$ cat src/rtl/dmem_pkg.sv
// Shared encodings for the data-memory arbiter: store-width codes, arbiter
// state, and the store alignment rule.
package dmem_pkg;

  localparam logic [1:0] WE_NONE = 2'b00;
  localparam logic [1:0] WE_W    = 2'b01;
  localparam logic [1:0] WE_H    = 2'b10;
  localparam logic [1:0] WE_B    = 2'b11;

  typedef enum logic {
    NORMAL    = 1'b0,
    DMA_FORCE = 1'b1
  } arb_state_t;

  // Loads and byte stores can never be misaligned.
  function automatic logic misaligned(input logic [1:0] we, input logic [1:0] a);
    logic bad;
    bad = 1'b0;
    case (we)
      WE_W:    bad = (a != 2'b00);
      WE_H:    bad = a[0];
      default: bad = 1'b0;
    endcase
    return bad;
  endfunction

endpackage

$ cat src/rtl/dmem_port_resp.sv
// Per-port response registers: completion strobe, load data and error flag,
// all valid one cycle after that port was granted.
module dmem_port_resp (
  input  logic        clk,
  input  logic        reset,
  input  logic        granted,
  input  logic        is_load,
  input  logic        err,
  input  logic [31:0] mem_rd,
  output logic        rvalid,
  output logic [31:0] rdata,
  output logic        rsp_err
);

  always_ff @(posedge clk) begin
    if (reset) begin
      rvalid  <= 1'b0;
      rdata   <= '0;
      rsp_err <= 1'b0;
    end else begin
      rvalid  <= granted;
      rsp_err <= granted & err;
      // rdata holds its last value while the other port owns the memory.
      if (granted) begin
        rdata <= (is_load && !err) ? mem_rd : 32'h0;
      end
    end
  end

endmodule

$ cat src/rtl/dmem_arbiter.sv
// Shares the single-ported data memory between CPU and DMA: CPU-priority
// grant with a starvation override, store alignment check, registered responses.
module dmem_arbiter
  import dmem_pkg::*;
#(
  parameter int unsigned STARVE_MAX = 4
) (
  input  logic        clk,
  input  logic        reset,

  input  logic        cpu_req,
  input  logic [1:0]  cpu_we,
  input  logic [31:0] cpu_addr,
  input  logic [31:0] cpu_wdata,
  output logic        cpu_gnt,
  output logic        cpu_rvalid,
  output logic [31:0] cpu_rdata,
  output logic        cpu_err,

  input  logic        dma_req,
  input  logic [1:0]  dma_we,
  input  logic [31:0] dma_addr,
  input  logic [31:0] dma_wdata,
  output logic        dma_gnt,
  output logic        dma_rvalid,
  output logic [31:0] dma_rdata,
  output logic        dma_err,

  output logic [1:0]  mem_we,
  output logic [31:0] mem_a,
  output logic [31:0] mem_wd,
  input  logic [31:0] mem_rd
);

  localparam logic [3:0] STARVE_LIM = 4'(STARVE_MAX);

  arb_state_t state_q, state_d;
  logic [3:0] starve_q, starve_d;
  logic [1:0] sel_we;
  logic       sel_bad;
  logic       cpu_bad, dma_bad;

  // Grant: priority flips while DMA is being forced through.
  always_comb begin
    cpu_gnt = 1'b0;
    dma_gnt = 1'b0;
    if (!reset) begin
      if (state_q == DMA_FORCE) begin
        if (dma_req)      dma_gnt = 1'b1;
        else if (cpu_req) cpu_gnt = 1'b1;
      end else begin
        if (cpu_req)      cpu_gnt = 1'b1;
        else if (dma_req) dma_gnt = 1'b1;
      end
    end
  end

  // The counter saturates so a huge STARVE_MAX can never wrap it back to 0.
  always_comb begin
    starve_d = starve_q;
    if (!dma_req || dma_gnt) begin
      starve_d = 4'd0;
    end else if (starve_q != 4'hF) begin
      starve_d = starve_q + 4'd1;
    end
  end

  always_comb begin
    state_d = state_q;
    case (state_q)
      NORMAL: begin
        if (dma_req && !dma_gnt && (starve_d >= STARVE_LIM)) state_d = DMA_FORCE;
      end
      DMA_FORCE: begin
        if (dma_gnt || !dma_req) state_d = NORMAL;
      end
      default: state_d = NORMAL;
    endcase
  end

  always_ff @(posedge clk) begin
    if (reset) begin
      state_q  <= NORMAL;
      starve_q <= 4'd0;
    end else begin
      state_q  <= state_d;
      starve_q <= starve_d;
    end
  end

  // Memory mux: CPU fields are presented whenever DMA is not the winner.
  always_comb begin
    mem_a   = dma_gnt ? dma_addr  : cpu_addr;
    mem_wd  = dma_gnt ? dma_wdata : cpu_wdata;
    sel_we  = dma_gnt ? dma_we    : cpu_we;
    sel_bad = misaligned(sel_we, mem_a[1:0]);
    mem_we  = ((cpu_gnt || dma_gnt) && !sel_bad) ? sel_we : WE_NONE;
  end

  assign cpu_bad = misaligned(cpu_we, cpu_addr[1:0]);
  assign dma_bad = misaligned(dma_we, dma_addr[1:0]);

  dmem_port_resp u_cpu_resp (
    .clk     (clk),
    .reset   (reset),
    .granted (cpu_gnt),
    .is_load (cpu_we == WE_NONE),
    .err     (cpu_bad),
    .mem_rd  (mem_rd),
    .rvalid  (cpu_rvalid),
    .rdata   (cpu_rdata),
    .rsp_err (cpu_err)
  );

  dmem_port_resp u_dma_resp (
    .clk     (clk),
    .reset   (reset),
    .granted (dma_gnt),
    .is_load (dma_we == WE_NONE),
    .err     (dma_bad),
    .mem_rd  (mem_rd),
    .rvalid  (dma_rvalid),
    .rdata   (dma_rdata),
    .rsp_err (dma_err)
  );

endmodule

$ cat config.mk
export PLATFORM = sky130hd
export DESIGN_NAME = dmem_arbiter
export DESIGN_NICKNAME = d
export VERILOG_FILES = /design/src/rtl/dmem_pkg.sv /design/src/rtl/dmem_port_resp.sv /design/src/rtl/dmem_arbiter.sv
export SDC_FILE = /design/constraint.sdc
export NUM_CORES = 1
export LEC_CHECK = 0
export CAP_MARGIN = 25
export CORE_MARGIN = 2
export CORE_UTILIZATION = 32
export DETAILED_ROUTE_END_ITERATION = 10
export PLACE_DENSITY = 0.78
export SYNTH_ARGS = -nofsm -noshare
export SYNTH_HDL_FRONTEND = slang
export SYNTH_HIERARCHICAL = 1
export SYNTH_SLANG_ARGS = --single-unit
$ cat constraint.sdc
create_clock -name clk -period 1.78 [get_ports clk]
set_clock_uncertainty 0.05 [all_clocks]
set_input_delay 0.267 -clock clk [delete_from_list [all_inputs] [get_ports clk]]
set_output_delay 0.267 -clock clk [all_outputs]
set_load 0.005 [all_outputs]
==> metrics.md, run 1 <==
| Metric | Value |
|---|---|
| Gate power share | `between 20% and 30%` |
| Hold buffer count at CTS | `0` |
| Unrepaired setup endpoints after global routing | `yes` |
| DRT Pass-1 Iters | `5` |
| Fin. max-slew vios | `0` |
| Die width | `~120 µm` |
| Most common cell in the netlist | `nand2_1` |
| Vias in the first global route | `roughly 5.3k` |
| # rows | `41` |
| Die Y | `between 100 and 150 µm` |
| Syn_area_per_cell | `~7.4 µm²` |
| Clk sinks | `73` |
| R2R cell count | `16` |
| Initial antenna violation count | `0` |
| Min-delay worst type | `flip-flop to flip-flop` |
| Share of post-route cells with drive strength above 1 | `31.53%` |
| Core Region | `12,720 µm²` |
| CP Depth | `11` |
| Synth area leaders | `dfxtp_1 (35%), nand2_1 (18%), nand4b_1 (13%)` |
| Distinct cells, synth | `29` |
| Cts bufs inserted | `9` |
| Failing checks | `negative setup slack` |
| Via-per-instance ratio | `~5.0` |
| CP max stage cell | `dfxtp_4` |
| Reg clk slew, reported paths | `about 0.07 ns` |
| CP top delay family | `compound AO/OA/AOI/OAI gates` |
| Hold slack | `between 0.4 and 0.5 ns` |
| Antenna cell count | `0` |
| Primary FF master, synth | `dfxtp_1` |
| Internal | `between 0.003 and 0.004 W` |
| Initial Util | `33.06%` |
| Post-synth ARST share | `0%` |
| Flop2flop setup slack | `-0.50 ns` |
| I/O pins | `approximately 300` |
| Pre-CTS WS | `-1.084 ns` |
| Clock tree buffer depth | `2` |
| Startpoint Class | `flip-flop` |
| Synth area leader | `dfxtp_1` |
| Sequential cell area | `~1500 µm²` |
| Layout fillers | `around 1.0k` |
| Pin count of the biggest net entering global routing | `slightly below 70` |
| CTS tree | `built` |
| Peak VDD IR | `around 0.40 mV` |
| #FFs+latches synth | `73` |
| Fin. Hold Viols | `0` |
| Total GRT Usage | `between 20% and 30%` |
| Clk network pwr share | `approximately 40%` |
| PortBufs | `a little over 300` |
| ANT nets after route | `0` |
| Post-DR wirelength/cell | `~19 µm` |
| CP endpoint kind | `output port` |
| Number of nets in the layout | `~1.1k` |
| Die Footprint | `14,080 µm²` |
| Largest stage delay, worst path | `0.35 ns` |
| Switching fraction of total power | `between 20% and 30%` |
| Sequential fraction of the synthesis area | `between 30% and 40%` |
| Mapped cell area | `between 4000 and 5000 µm²` |
| Yosys warning count | `6` |
| Worst-Margin Slew | `about 0.62 ns` |
| First-pass GRT wire length | `29,860 µm` |
| Number of enable flip-flop cells after synthesis | `0` |
| Dpl hpwl | `~13,000 µm` |
| Synth cell count leaders | `nand2_1 (197), dfxtp_1 (73), a21oi_1 (70)` |
| Placer's final routability congestion estimate | `0.8863` |
| Status | `finished, violations left` |
| H-tree Lvls | `3` |
| First DRT Iteration DRCs | `521` |
| Worst Path Required | `between 1 and 1.5 ns` |
| Setup slack after layout | `-0.6586 ns` |
| Crit path cell chain | `nand2b_4, nand3b_1, buf_6, buf_6, a21o_1, ha_2, o21ai_1, a21o_1, nand3_1, a21oi_2, buf_2` |
| Multi-input logic area | `2880 µm²` |
| Max-cap viol count | `0` |
| Final min period | `between 2 and 2.5 ns` |
| Tcrit/Tclk final | `137.0%` |
| Crit path kind | `flip-flop to output port` |
| Pwr/cell area | `~560 nW/µm²` |
| Max-slew headroom | `58.42%` |
| Area growth from synthesis to layout | `117.8%` |
| Root buffer cell | `clkbuf_16` |
| Net Count, Synth | `746` |
| Sequential power share | `between 30% and 40%` |
| Vias | `5,552` |
| Post-synth top area share | `34.74%` |
| Peak Freq | `410.1 MHz` |
| Worst Path Arrival | `between 2 and 2.5 ns` |
| Net Switching | `0.001335 W` |
| DRC violations left | `0` |
| Worst Path Buf+Inv | `3` |
| Worst-Skew Late Latency | `between 0.3 and 0.4 ns` |
| Final-report setup violation count | `about 100` |
| Drt total wl | `between 20,000 and 25,000 µm` |
| Syn Inst Count | `between 500 and 600` |
| LEAKAGE | `around 3.7 nW` |
| Cell depth of the worst hold path | `2` |
| Grt total ovfl | `0` |
| Crit-path max FO | `4` |
tightest hold or removal path, delay by kind of cell (launching register included):
family,cells,cell delay (ns)
and+or+nand+nor,1,0.06
DFF,1,0.31
AOI/OAI and AO/OA,1,0.05
through the flow:
step           total power (W)  utilization, %  cell area [µm²]  std cells  TNS, ns
2_1_floorplan         0.002095               -             4233        569  -0.1490
3_3_place_gp          0.002885           59.14             7523       1031   -96.07
3_5_place_dp          0.002896           59.23             7535       1032   -90.24
4_1_cts               0.005063           68.28             8687       1089   -29.80
5_1_grt               0.005331           72.01             9161       1114   -56.32
6_report              0.005147           72.01             9161       1114   -50.01
cell type report:
cell class	instances	share of cell area, %
Clock buffer	10	2.609
Clock inverter	6	1.038
Inverter	6	0.3824
Multi-Input combinational cell	441	31.44
Sequential cell	73	15.99
Tap cell	172	2.349
Timing Repair Buffer	406	46.19
registers in the layout, indices dropped and copies added (netlist names):
signal,cells
u_dma_resp/rsp_err,1
u_cpu_resp/rsp_err,1
u_cpu_resp/rdata,32
u_dma_resp/rdata,32
state_q,1
u_cpu_resp/rvalid,1
starve_q,4
u_dma_resp/rvalid,1
cells in the final DEF (no fill, tap or decap), types with 12 or more instances in the layout:
cell type / n
clkdlybuf4s50_1: 231
nand2_1: 148
dfxtp_1: 72
nand4b_1: 64
buf_2: 45
nand2_2: 44
a21oi_1: 44
buf_4: 41
nand2b_1: 40
nand2b_4: 26
buf_6: 26
a21oi_2: 25
buf_12: 18
buf_16: 14
clkbuf_2: 13
clkbuf_16: 12
power by group through the flow:
stage,clock network (W),logic [W],registers (W)
floorplan,0,0.000388,0.00171
global placement,0,0.00118,0.00171
detailed placement,0,0.00119,0.00171
CTS,0.00208,0.00131,0.00167
global route,0.00214,0.00152,0.00167
finish,0.00205,0.00142,0.00167
kinds of logic (layout without fill, tap and decap cells):
| logic type | after synthesis | after routing | synth area share (%) |
|---|---|---|---|
| flip-flops | 73 | 73 | 34.74 |
| AND/OR/NAND/NOR | 345 | 345 | 43.07 |
| AO/OA/AOI/OAI | 85 | 85 | 10.68 |
| buffers and inverters | 55 | 428 | 8.388 |
| XOR/XNOR | 1 | 1 | 0.2082 |
| adder cells (fa/ha/maj) | 9 | 9 | 2.677 |
| multiplexers | 1 | 1 | 0.2380 |
path summary, 6_finish.rpt:
path	startpoint	to
worst max-delay path	state_q$_SDFF_PP0_	mem_we[0]
worst min-delay path	u_cpu_resp/rdata[30]$_SDFFE_PP0P_	u_cpu_resp/rdata[30]$_SDFFE_PP0P_
worst max register to register	state_q$_SDFF_PP0_	u_dma_resp/rdata[27]$_SDFFE_PP0P_
worst min register to register	u_cpu_resp/rdata[30]$_SDFFE_PP0P_	u_cpu_resp/rdata[30]$_SDFFE_PP0P_
per-layer routing:
layer | up-vias | wire [µm] | GRT usage (%) | share of wire (%)
met2 | 253 | 10500 | 45.51 | 51
met3 | 29 | 1604 | 8.494 | 7.7
met1 | 2617 | 8304 | 32.78 | 40
li1 | 2653 | - | - | -
met5 | - | 0 | 0 | 0
met4 | 0 | 321 | 7.440 | 1.5
repair_timing:
item | in CTS | in global routing
pin swaps | 29 | 28
resized for setup | 318 | 132
endpoints found under the hold margin | 0 | 0
endpoints found under the setup margin | 132 | 130
setup buffers | 29 | 23
cloned | 12 | 4
No activity file was read; power rests on OpenSTA's default activity.
==> inputs of run 2 (changes only) <==
Settings changed: CORE_UTILIZATION 32 to 30, PLACE_DENSITY 0.78 to 0.74.
==> run 2 against run 1 <==
  * The run still ends with negative setup slack left
  * Total power is 6.7% lower
  * Routed wire length is 5.9% lower
  * Register-to-register slack better by 0.15 ns
  * Die area is 6.4% higher
  * Sequential power hardly changed
  * Setup slack worse by 0.077 ns
  * Combinational power hardly changed
  * Critical path type unchanged
  * Critical endpoint is now mem_we[1]
==> metrics.md, run 2 (synthesis gave the netlist of run 1 again) <==
| Metric | Value |
|---|---|
| DRC violations left | `0` |
| Die Y | `roughly 120 µm` |
| Worst Path Required | `roughly 1.5 ns` |
| Share of post-route cells with drive strength above 1 | `34.18%` |
| Max-cap viol count | `0` |
| Fin cells | `~1.1k` |
| LEAKAGE | `3.724 nW` |
| Post-DR wirelength/cell | `roughly 17 µm` |
| Grt total ovfl | `0` |
| Crit Reg-Reg Endpoint | `u_dma_resp/rdata[12]$_SDFFE_PP0P_` |
| Final min period | `roughly 2.5 ns` |
| Final-report setup violation count | `between 90 and 100` |
| Clock tree buffer depth | `2` |
| Min-delay worst type | `input port to flip-flop` |
| Dpl hpwl | `about 12,000 µm` |
| Initial antenna violation count | `0` |
| Antenna cell count | `0` |
| Setup TNS Final | `-34.90 ns` |
| Worst-Skew Late Latency | `around 0.33 ns` |
| Clk sinks | `73` |
| Failing checks | `negative setup slack` |
| Vias | `between 5k and 6k` |
| Initial Util | `between 30% and 40%` |
| Final Cell Area | `roughly 9100 µm²` |
| First DRT Iteration DRCs | `approximately 340` |
| Vias in the first global route | `between 5k and 6k` |
| Pwr/cell area | `526.4 nW/µm²` |
| Total GRT Usage | `between 20% and 30%` |
| CP endpoint kind | `output port` |
| Most frequent cells in the layout | `clkdlybuf4s50_1 (231), nand2_1 (98), nand2_2 (80)` |
| Worst Path Arrival | `around 2.2 ns` |
| First-pass GRT wire length | `26,820 µm` |
| Reg clk slew, reported paths | `approximately 0.06 ns` |
| Crit-path max FO | `4` |
| Die width | `122.4 µm` |
| CP max stage cell | `dfxtp_2` |
| Die Footprint | `~15,000 µm²` |
| Top Registers | `u_cpu_resp/rdata: 32 flops, u_dma_resp/rdata: 32 flops, starve_q: 4 flops` |
| Number of nets in the layout | `roughly 1.1k` |
| Core Region | `approximately 14,000 µm²` |
| Cell depth of the worst hold path | `3` |
| Area growth from synthesis to layout | `116.9%` |
| WHS Endpoint | `u_dma_resp/rdata[10]$_SDFFE_PP0P_` |
| Reg-to-Reg Start | `state_q$_SDFF_PP0_` |
| Root buffer cell | `clkbuf_16` |
| Drt total wl | `slightly below 20,000 µm` |
| HP Start | `reset` |
| DRT Pass-1 Iters | `6` |
| Placer's final routability congestion estimate | `0.8742` |
| Tcrit/Tclk final | `141.3%` |
| Pin count of the biggest net entering global routing | `roughly 70` |
| # rows | `between 40 and 50` |
| ANT nets after route | `0` |
| DP Area | `approximately 7500 µm²` |
| Placed insts | `1,042` |
| Max-slew headroom | `between 70 and 80%` |
| Cts bufs inserted | `9` |
| Via-per-instance ratio | `a little under 5` |
| Fin. Hold Viols | `0` |
| CTS tree | `built` |
| Peak VDD IR | `0.4283 mV` |
| I/O pins | `between 300 and 400` |
| Unrepaired setup endpoints after global routing | `yes` |
| Peak Freq | `~400 MHz` |
| PortBufs | `about 300` |
| Largest stage delay, worst path | `approximately 0.34 ns` |
| Crit path kind | `flip-flop to output port` |
| R2R cell count | `13` |
| Fin. max-slew vios | `0` |
| Commonest non-fill, non-tap cell in the layout | `clkdlybuf4s50_1` |
| Setup slack after layout | `-0.7353 ns` |
| Startpoint Class | `flip-flop` |
| Flop2flop setup slack | `-0.35 ns` |
| H-tree Lvls | `3` |
| Worst-Margin Slew | `0.3525 ns` |
| Status | `finished, violations left` |
| Crit path cell chain | `nand2b_4, nand3b_1, buf_6, buf_6, a21o_1, ha_4, o21ai_2, a21o_1, nand3_2, a21oi_2, buf_2` |
[run 2: cell count changes in the layout (fill, tap and decap cells not counted), moves of 16 or more]
cell,previous run,this run
nand2_1,148,98
nand2_2,44,80
nand2b_1,40,56
nand2b_4,26,10
[run 2: worst max-delay path by stage]
stage / depth (start not counted) / from / end / slack, ns
after detailed placement: 11 / cpu_req / mem_we[1] / -1.04
final: 11 / state_q$_SDFF_PP0_ / mem_we[1] / -0.74
after CTS: 11 / state_q$_SDFF_PP0_ / mem_we[1] / -0.63
after global routing: 11 / state_q$_SDFF_PP0_ / mem_we[1] / -0.80
after floorplan: 10 / state_q$_SDFF_PP0_ / mem_we[0] / -0.07
after global placement: 11 / cpu_req / mem_we[1] / -1.02
[run 2: layout make-up]
class	instances	area, µm²
fill	1120	4648
timing repair buffer	408	4187
multi-input combinational	441	2914
sequential	73	1463
clock buffer	10	239.0
tap	180	225.2
clock inverter	6	42.54
inverter	6	38.79
timing repair inverter	1	16.27
[run 2: where the power goes]
| part | switching, W | internal [W] |
|---|---|---|
| Sequential | 0.0000134 | 0.00166 |
| Combinational | 0.000563 | 0.000863 |
| Clock | 0.000724 | 0.000984 |
| Total | 0.00130 | 0.00350 |
[run 2: metal layers]
layer | routed length (µm) | vias to the layer above | share of wire (%) | track usage (%)
li1 | - | 2649 | - | -
met1 | 7863 | 2569 | 40 | 29.53
met2 | 9713 | 251 | 50 | 38.02
met3 | 1308 | 41 | 6.7 | 4.879
met4 | 616 | 0 | 3.2 | 6.681
met5 | 0 | - | 0 | 0
[run 2: through the flow]
step                hold slack (ns)  total power [W]  worst slack [ns]  util [%]
global placement             0.4069         0.002880            -1.016     54.78
detailed placement           0.4088         0.002884            -1.042     54.78
CTS                          0.3763         0.004628           -0.6255     59.78
floorplan                    0.3909         0.002095          -0.07450         -
finish                       0.3849         0.004803           -0.7353     66.25
global route                 0.3982         0.005003           -0.8043     66.25
[run 2: repair_timing]
item                       in CTS  in global routing
setup buffers                  24                 32
cloned                          8                  9
hold buffers                    0                  0
setup endpoints to repair     134                 97
pin swaps                      13                107
resized for setup             278                232
[run 2: worst max-delay path, delay by kind of cell, from the launching register on]
family | cells | cell delay, ns
compound gates | 4 | 0.64
fa+ha+maj | 1 | 0.16
buf+inv | 3 | 0.41
flops | 1 | 0.34
simple gates | 3 | 0.30
==> inputs of run 3 (changes only) <==
Settings changed: PLACE_DENSITY 0.74 to 0.8.
==> run 3 against run 2 <==
  * Hold slack better by 0.026 ns
  * The flow still finishes with violations (negative setup slack)
  * Highest routed layer unchanged
  * Routed wire length down 5.0%
  * Critical endpoint is now mem_we[0]
  * Largest cell class unchanged
  * Setup slack better by 0.031 ns
  * Non-clock buffer count fell by 36
  * Critical path type unchanged
  * Sequential power about the same
==> metrics.md, run 3 (synthesis gave the netlist of run 1 again) <==
| Metric | Value |
|---|---|
| Status | `finished, violations left` |
| Failing checks | `negative setup slack` |
| Drt total wl | `18,530 µm` |
| Area growth from synthesis to layout | `99.29%` |
| Crit path cell chain | `nand2b_1, nand3b_1, buf_6, buf_4, a21o_1, ha_4, o21ai_1, a21o_1, nand3_1, a21oi_2, buf_2` |
| CP endpoint kind | `output port` |
| Clock tree buffer depth | `2` |
| First DRT Iteration DRCs | `395` |
| WL met1 | `roughly 7900 µm` |
| Final Util | `between 60 and 70%` |
| Number of nets in the layout | `roughly 1.1k` |
| LEAKAGE | `3.452 nW` |
| ANT nets after route | `0` |
| Final-report setup violation count | `67` |
| Die width | `roughly 120 µm` |
| Unrepaired setup endpoints after global routing | `yes` |
| Hold buffer count at CTS | `0` |
| Post-DR wirelength/cell | `about 17 µm` |
| Via-per-instance ratio | `between 4 and 5` |
| Dpl hpwl | `11,700 µm` |
| Worst-Skew Late Latency | `between 0.3 and 0.4 ns` |
| Crit-path max FO | `5` |
| Placer's final routability congestion estimate | `around 0.85` |
| Root buffer cell | `clkbuf_16` |
| # rows | `between 40 and 50` |
| First-pass GRT wire length | `about 27,000 µm` |
| CP max stage cell | `dfxtp_2` |
| Clk sinks | `73` |
| Fin. max-slew vios | `0` |
| Final min period | `between 2 and 2.5 ns` |
| CP startpoint | `state_q$_SDFF_PP0_` |
| CTS tree | `built` |
| Fin. Hold Viols | `0` |
| H-tree Lvls | `3` |
| I/O pins | `a little over 300` |
| Initial antenna violation count | `1` |
| Max-slew headroom | `a little over two thirds` |
| Vias | `~5.3k` |
| Pin count of the biggest net entering global routing | `just under 70` |
| HP Start | `reset` |
| Min-delay worst type | `input port to flip-flop` |
| Worst Path Required | `about 1.5 ns` |
| DRC violations left | `0` |
| Total power | `around 0.0048 W` |
| Tcrit/Tclk final | `139.6%` |
| Met2 wire length | `just under 9000 µm` |
| Vias in the first global route | `approximately 5.3k` |
| Peak Freq | `between 400 and 500 MHz` |
| Reg clk slew, reported paths | `0.05 ns` |
| DRT Pass-1 Iters | `5` |
| Core Region | `around 14,000 µm²` |
| Share of post-route cells with drive strength above 1 | `19.29%` |
| Highest Signal Layer | `met4` |
| Initial Util | `30.54%` |
| Pwr/cell area | `~580 nW/µm²` |
| Final Cell Area | `8383 µm²` |
| Setup slack after layout | `-0.7048 ns` |
| Total GRT Usage | `between 20% and 30%` |
| Max-cap viol count | `0` |
| Cts bufs inserted | `9` |
| Peak VDD IR | `roughly 0.4 mV` |
| Commonest non-fill, non-tap cell in the layout | `clkdlybuf4s50_1` |
| Top Registers | `u_cpu_resp/rdata: 32 flops, u_dma_resp/rdata: 32 flops, starve_q: 4 flops` |
| Die Footprint | `~15,000 µm²` |
| Crit-path most repeated cell | `a21o_1` |
| Largest stage delay, worst path | `0.33 ns` |
| Startpoint Class | `flip-flop` |
| Met3 wire len | `around 1500 µm` |
| Grt total ovfl | `0` |
| PortBufs | `303` |
| Most frequent cells in the layout | `clkdlybuf4s50_1 (230), nand2_1 (185), dfxtp_1 (72)` |
| Worst-Margin Slew | `0.4516 ns` |
| Crit path kind | `flip-flop to output port` |
| Worst Path Arrival | `between 2 and 2.5 ns` |
| Reg-to-Reg Start | `state_q$_SDFF_PP0_` |
| Die Y | `around 120 µm` |
| DP Area | `about 7500 µm²` |
==> run 3: changes by cell type in the layout (fill, tap and decap cells not counted), sizes merged, moves of 2 or more <==
cell and delta:
buf -46, bufinv +2, clkdlybuf4s15 +4, dlygate4sd2 +4, dlymetal6s2s +3, inv -2
==> run 3: per-layer routing <==
metal  global-route usage [%]  up-vias
li1                         -     2581
met3                    6.227       31
met2                    38.44      250
met4                    7.974        0
met1                    28.51     2411
met5                        0        -
==> run 3: final cells by class <==
cell class | instances | area, µm²
antenna | 1 | 2.502
clock buffer | 10 | 229.0
clock inverter | 5 | 81.33
fill | 1209 | 5390
inverter | 6 | 35.03
multi-input combinational | 441 | 2517
sequential | 73 | 1463
tap | 180 | 225.2
timing repair buffer | 372 | 3830
==> run 3: power by group <==
| part | total (W) | internal (W) | switching [W] |
|---|---|---|---|
| Combinational | 0.00127 | 0.000773 | 0.000497 |
| Sequential | 0.00167 | 0.00166 | 0.0000123 |
| Clock | 0.00190 | 0.00122 | 0.000678 |
| Total | 0.00484 | 0.00365 | 0.00119 |
==> run 3: path summary, 6_finish.rpt <==
kind                                       endpoint  cells past startpoint  slack, ns
setup / recovery                          mem_we[0]                     11      -0.70
hold / removal    u_dma_resp/rdata[23]$_SDFFE_PP0P_                      3       0.41
setup reg to reg  u_dma_resp/rdata[18]$_SDFFE_PP0P_                      9       0.03
hold reg to reg    u_dma_resp/rdata[5]$_SDFFE_PP0P_                      2       0.42
==> run 3: metrics by stage <==
stage / hold slack [ns] / TNS (ns) / worst slack, ns / cells
final: 0.4112 / -22.24 / -0.7048 / 1088
after global routing: 0.4334 / -27.13 / -0.8253 / 1088
after CTS: 0.4161 / -20.03 / -0.6550 / 1078
after detailed placement: 0.4093 / -75.25 / -1.027 / 1030
after global placement: 0.4077 / -71.45 / -0.9858 / 1030
after floorplan: 0.3909 / -0.1490 / -0.07450 / 569
==> run 3: worst max-delay path: cells and delay by family (launching register included) <==
kind / cells / cell delay [ns]
simple gates: 3 / 0.36
compound gates: 4 / 0.58
fa+ha+maj: 1 / 0.17
buf+inv: 3 / 0.42
flops: 1 / 0.33
==> run 3: what timing repair did <==
item                                    4_1_cts  5_1_grt
endpoints found under the setup margin      102      133
buffers inserted                             22        4
gates cloned                                 11        6
pin swaps                                     8        4
resized for setup                           266       33
